$ cat config.mk
export PLATFORM = sky130hd
export DESIGN_NAME = l1_arbiter
export DESIGN_NICKNAME = d
export VERILOG_FILES = /design/src/rtl/l1_arbiter.sv
export SDC_FILE = /design/constraint.sdc
export NUM_CORES = 1
export LEC_CHECK = 0
export BUFFER_PORTS_ARGS = -buffer_cell sky130_fd_sc_hd__buf_2
export CORE_AREA = 2 2 273 275
export DETAILED_ROUTE_END_ITERATION = 16
export DIE_AREA = 0 0 275 277
export PLACE_DENSITY = 0.43
export SLEW_MARGIN = 20
export SYNTH_ARGS = -nofsm -noshare
export SYNTH_HDL_FRONTEND = slang
export SYNTH_SLANG_ARGS = --single-unit
$ cat constraint.sdc
create_clock -name clk -period 1.8 [get_ports clk]
set_input_delay 0.18 -clock clk [delete_from_list [all_inputs] [get_ports clk]]
set_output_delay 0.18 -clock clk [all_outputs]
set_load 0.01 [all_outputs]
$ cat src/rtl/l1_arbiter.sv
// Round-robin arbiter between the I and D L1 caches in front of a single pmem port.
// One transaction in flight; the returned line is buffered per port and acked with a 1-cycle pulse.
module l1_arbiter #(
    parameter int unsigned ADDR_WIDTH  = 16,
    parameter int unsigned LINE_WIDTH  = 128,
    parameter int unsigned OFFSET_BITS = 4
) (
    input  logic                  clk,
    input  logic                  reset_n,

    input  logic                  i_arb_read,
    input  logic [ADDR_WIDTH-1:0] i_arb_address,
    output logic [LINE_WIDTH-1:0] i_arb_rdata,
    output logic                  i_arb_resp,

    input  logic                  d_arb_read,
    input  logic                  d_arb_write,
    input  logic [ADDR_WIDTH-1:0] d_arb_address,
    input  logic [LINE_WIDTH-1:0] d_arb_wdata,
    output logic [LINE_WIDTH-1:0] d_arb_rdata,
    output logic                  d_arb_resp,

    output logic                  pmem_read,
    output logic                  pmem_write,
    output logic [ADDR_WIDTH-1:0] pmem_address,
    output logic [LINE_WIDTH-1:0] pmem_wdata,
    input  logic [LINE_WIDTH-1:0] pmem_rdata,
    input  logic                  pmem_resp
);

    typedef enum logic [2:0] {
        StIdle,
        StMemI,
        StMemD,
        StRespI,
        StRespD
    } state_e;

    localparam logic [ADDR_WIDTH-1:0] AlignMask = {ADDR_WIDTH{1'b1}} << OFFSET_BITS;

    state_e                state_q, state_d;
    logic                  last_grant_q, last_grant_d;  // 0: I, 1: D
    logic                  pmem_read_q, pmem_read_d;
    logic                  pmem_write_q, pmem_write_d;
    logic [ADDR_WIDTH-1:0] pmem_address_q, pmem_address_d;
    logic [LINE_WIDTH-1:0] pmem_wdata_q, pmem_wdata_d;
    logic [LINE_WIDTH-1:0] i_rdata_q, i_rdata_d;
    logic [LINE_WIDTH-1:0] d_rdata_q, d_rdata_d;
    logic                  i_resp_q, i_resp_d;
    logic                  d_resp_q, d_resp_d;

    logic pend_i;
    logic pend_d;
    logic sel_i;
    logic sel_d;

    // On contention, D wins unless it was the last port served.
    assign pend_i = i_arb_read;
    assign pend_d = d_arb_read | d_arb_write;
    assign sel_d  = pend_d & (~pend_i | ~last_grant_q);
    assign sel_i  = pend_i & ~sel_d;

    always_comb begin
        state_d        = state_q;
        last_grant_d   = last_grant_q;
        pmem_read_d    = pmem_read_q;
        pmem_write_d   = pmem_write_q;
        pmem_address_d = pmem_address_q;
        pmem_wdata_d   = pmem_wdata_q;
        i_rdata_d      = i_rdata_q;
        d_rdata_d      = d_rdata_q;
        i_resp_d       = 1'b0;
        d_resp_d       = 1'b0;

        case (state_q)
            StIdle: begin
                if (sel_d) begin
                    state_d        = StMemD;
                    last_grant_d   = 1'b1;
                    pmem_address_d = d_arb_address & AlignMask;
                    pmem_wdata_d   = d_arb_wdata;
                    // read+write together is resolved as a write-back
                    pmem_write_d   = d_arb_write;
                    pmem_read_d    = ~d_arb_write;
                end else if (sel_i) begin
                    state_d        = StMemI;
                    last_grant_d   = 1'b0;
                    pmem_address_d = i_arb_address & AlignMask;
                    pmem_wdata_d   = d_arb_wdata;
                    pmem_write_d   = 1'b0;
                    pmem_read_d    = 1'b1;
                end
            end

            StMemI: begin
                if (pmem_resp) begin
                    state_d      = StRespI;
                    pmem_read_d  = 1'b0;
                    pmem_write_d = 1'b0;
                    i_rdata_d    = pmem_rdata;
                    i_resp_d     = 1'b1;
                end
            end

            StMemD: begin
                if (pmem_resp) begin
                    state_d      = StRespD;
                    pmem_read_d  = 1'b0;
                    pmem_write_d = 1'b0;
                    if (pmem_read_q) begin
                        d_rdata_d = pmem_rdata;
                    end
                    d_resp_d     = 1'b1;
                end
            end

            StRespI: state_d = StIdle;

            StRespD: state_d = StIdle;

            default: begin
                state_d      = StIdle;
                pmem_read_d  = 1'b0;
                pmem_write_d = 1'b0;
            end
        endcase
    end

    always_ff @(posedge clk or negedge reset_n) begin
        if (!reset_n) begin
            state_q        <= StIdle;
            last_grant_q   <= 1'b0;
            pmem_read_q    <= 1'b0;
            pmem_write_q   <= 1'b0;
            pmem_address_q <= '0;
            pmem_wdata_q   <= '0;
            i_rdata_q      <= '0;
            d_rdata_q      <= '0;
            i_resp_q       <= 1'b0;
            d_resp_q       <= 1'b0;
        end else begin
            state_q        <= state_d;
            last_grant_q   <= last_grant_d;
            pmem_read_q    <= pmem_read_d;
            pmem_write_q   <= pmem_write_d;
            pmem_address_q <= pmem_address_d;
            pmem_wdata_q   <= pmem_wdata_d;
            i_rdata_q      <= i_rdata_d;
            d_rdata_q      <= d_rdata_d;
            i_resp_q       <= i_resp_d;
            d_resp_q       <= d_resp_d;
        end
    end

    assign pmem_read    = pmem_read_q;
    assign pmem_write   = pmem_write_q;
    assign pmem_address = pmem_address_q;
    assign pmem_wdata   = pmem_wdata_q;
    assign i_arb_rdata  = i_rdata_q;
    assign d_arb_rdata  = d_rdata_q;
    assign i_arb_resp   = i_resp_q;
    assign d_arb_resp   = d_resp_q;

endmodule

==> flow_summary.ini <==
[synthesis]
synth_common_cells = 404 x dfrtp_1, 248 x mux2_2, 136 x mux2_1
synth_cell_types = 25
synthTopCellsByArea = dfrtp_1 66%, mux2_2 18%, mux2_1 10%
synth_top_area_share_pct = 66.29
synth.cell_area_sq_mm = 0.01525
avgSynthCellArea_sq_um = 16.94
yosys_warnings = 0
synth_area_leader_cell = dfrtp_1
async_reset_ff_share_pct = 100.0
ys_seq_elements = 404
synth-seq-area-share_pct = 66.29
synth.most_common_cell = dfrtp_1
synthCells = 900
synth_top_flop_cell = dfrtp_1
synth_edf_count = 0

[sta]
rsz0062_at_grt = true
slew_headroom_pct = 56.39
setup-tns-final_ns = -3.556
period_share_pct = 103.7
hold_ws_ns = 0.05848
final-hold-violation-count = 0
postLayoutSetupSlackWorst_ns = -0.06638
period_needed_ns = 1.866
drv_slew = 0
fin_skew_ns = 0.005586
setup_viol = 136
max_freq_ghz = 0.5358
worst_slew_pin_slew_ns = 0.6517

[floorplan]
coreArea_sq_mm = 0.07357
pin_count = 698
die_x_um = 275
die_h_um = 277
initial_utilization_pct = 20.73
die-area_sq_mm = 0.07618
row_count = 100

[worst_setup_path]
r2r_start = state_q[0]
cp-startpoint = state_q[0]
worstSetupStartpointType = flop
criticalPathCategory = flop to flop
r2r_cells = 5
arrival_ns = 2.31
rr_endpoint = pmem_wdata[102]
r2r_slack_ns = -0.07
worst_setup_path_end_kind = flop
path_max_fanout = 26
crit_path_end = pmem_wdata[102]
required_ns = 2.24

[cts]
htreeDepth = 2
clock_latency_ns = 0.56
clockBufferDepth = 3
cts_sinks = 404
clk_pin_slew_ns = 0.06
cts_buffers = 47
cts-root-buf = clkbuf_16
tritoncts = yes

[grt]
grt_pass1_vias = 12814
grt_pass1_wl_mm = 74.99
antenna_found_initial = 2
grt_max_degree = 78
grt_use_total_pct = 12.72
grt-ovfl-total = 0

[placement]
hpwl_mm = 37.16
post-place-ws_ns = -0.08867
place_area_sq_mm = 0.02024
place_congestion = 0.8080
port_buffers = 685
placedCellCount = 2570

[detailed_routing]
drtIter0Drc = 265
vias_per_cell = 3.928
antenna_left = 0
wl_per_cell_um = 17.78
first_pass_iters = 7
finalWirelength_mm = 52.71
drc = 0
via_count = 11643

[power]
p_int_mw = 29.49
seq_power_share_pct = 36.4
p_leak_nw = 12.26
ir_drop_mv = 0.7835
pwr-share-comb_pct = 42.0
power_mw = 44.15
switching_share_pct = 33.20
p_switching_mw = 14.66
power_frac_clock_pct = 21.7
power.density_mw_per_mm2 = 1725

[final_layout]
stdcell_count = 2964
final_nets = 2252
fill_cells = 7285
final_util_pct = 34.80
syn_to_final_growth_pct = 67.89
post-route-cell-area_sq_mm = 0.02560
multi_input_area_sq_mm = 0.005152
drive_above_1_share_pct = 55.19
seq_area_sq_mm = 0.01011

[outcome]
violations = negative setup slack
status = finished, violations left

[worst_hold_path]
hold_class = input pin to asynchronous set/reset pin

[job]
maxCapViolations = 0
[cells in the final DEF, fill, tap and decap left out, types with 2 or more instances in the layout]
cell,n
a21oi_1,14
buf_12,20
buf_16,4
buf_2,684
buf_4,29
buf_6,11
buf_8,12
bufinv_16,3
clkbuf_1,14
clkbuf_16,59
clkbuf_8,10
clkinv_2,6
conb_1,4
dfrtp_1,402
dfrtp_2,2
diode_2,2
dlygate4sd3_1,285
inv_2,2
mux2_1,134
mux2_2,147
mux2_4,103
mux2i_1,12
nand2_1,2
nor2_1,14
nor4b_4,2
o21ai_0,6
[cell type report]
cell class | count | share of cell area [%]
sequential | 404 | 39.50
timing repair buffer | 1055 | 29.52
multi-input combinational | 448 | 20.13
clock buffer | 73 | 5.532
tap | 969 | 4.736
clock inverter | 11 | 0.5376
inverter | 2 | 0.02932
antenna | 2 | 0.01955
[flip-flops by register name (all words and copies together), names as in the netlist]
name and flops:
d_arb_rdata 128, last_grant_q 1, pmem_address 12, d_arb_resp 1
i_arb_resp 1, state_q 3, pmem_wdata 128, pmem_read 1
pmem_write 1, i_arb_rdata 128
[cells by family (layout without fill, tap and decap cells)]
| logic type | Yosys count | after routing | synth area share, % |
|---|---|---|---|
| other cells | 1 | 6 | 0.02459 |
| simple gates | 23 | 23 | 0.8779 |
| mux | 396 | 396 | 29.14 |
| flops | 404 | 404 | 66.29 |
| fa+ha+maj | 1 | 1 | 0.06564 |
| compound gates | 24 | 24 | 0.8533 |
| buf+inv | 51 | 1141 | 2.740 |
[power by group through the flow]
| stage | Sequential [mW] | Clock, mW | Combinational [mW] |
|---|---|---|---|
| 3_3_place_gp | 16.0 | 0 | 16.4 |
| 2_1_floorplan | 18.2 | 0 | 6.53 |
| 6_report | 16.1 | 9.57 | 18.5 |
| 5_1_grt | 16.7 | 10.3 | 19.9 |
| 4_1_cts | 16.0 | 9.97 | 17.6 |
| 3_5_place_dp | 16.1 | 0 | 16.6 |
[worst min path at each step]
stage / startpoint / to / slack (ns) / cells past startpoint
4_1_cts: reset_n / i_arb_rdata[11] / 0.009 / 2
5_1_grt: reset_n / i_arb_rdata[11] / 0.04 / 2
6_report: reset_n / i_arb_rdata[11] / 0.06 / 2
3_3_place_gp: reset_n / i_arb_rdata[11] / 0.05 / 1
2_1_floorplan: reset_n / d_arb_rdata[0] / -0.12 / 0
3_5_place_dp: reset_n / d_arb_rdata[11] / 0.05 / 1
[repair_timing]
item / in CTS / in global routing
endpoints found under the hold margin: 752 / 0
resized for setup: 15 / 131
gates cloned: 2 / 12
endpoints found under the setup margin: 246 / 380
pin swaps: 1 / 2
hold buffers: 285 / 0
buffers inserted: 7 / 3
[metal layers]
layer  routed length, um  part of all wire [%]  track usage (%)
met5                   0                     0                0
met4                1377                   2.6            3.798
met3                4145                   7.9            3.954
met2               27250                    52            23.70
met1               19930                    38            13.52
[critical path: stages (launching register included)]
cell and delay (ns):
dfrtp_2 0.41, or3_4 0.41, nor2_4 0.16, buf_12 0.18, buf_16 0.20, mux2_2 0.35
Note: power is estimated with default switching activity, not from simulation.
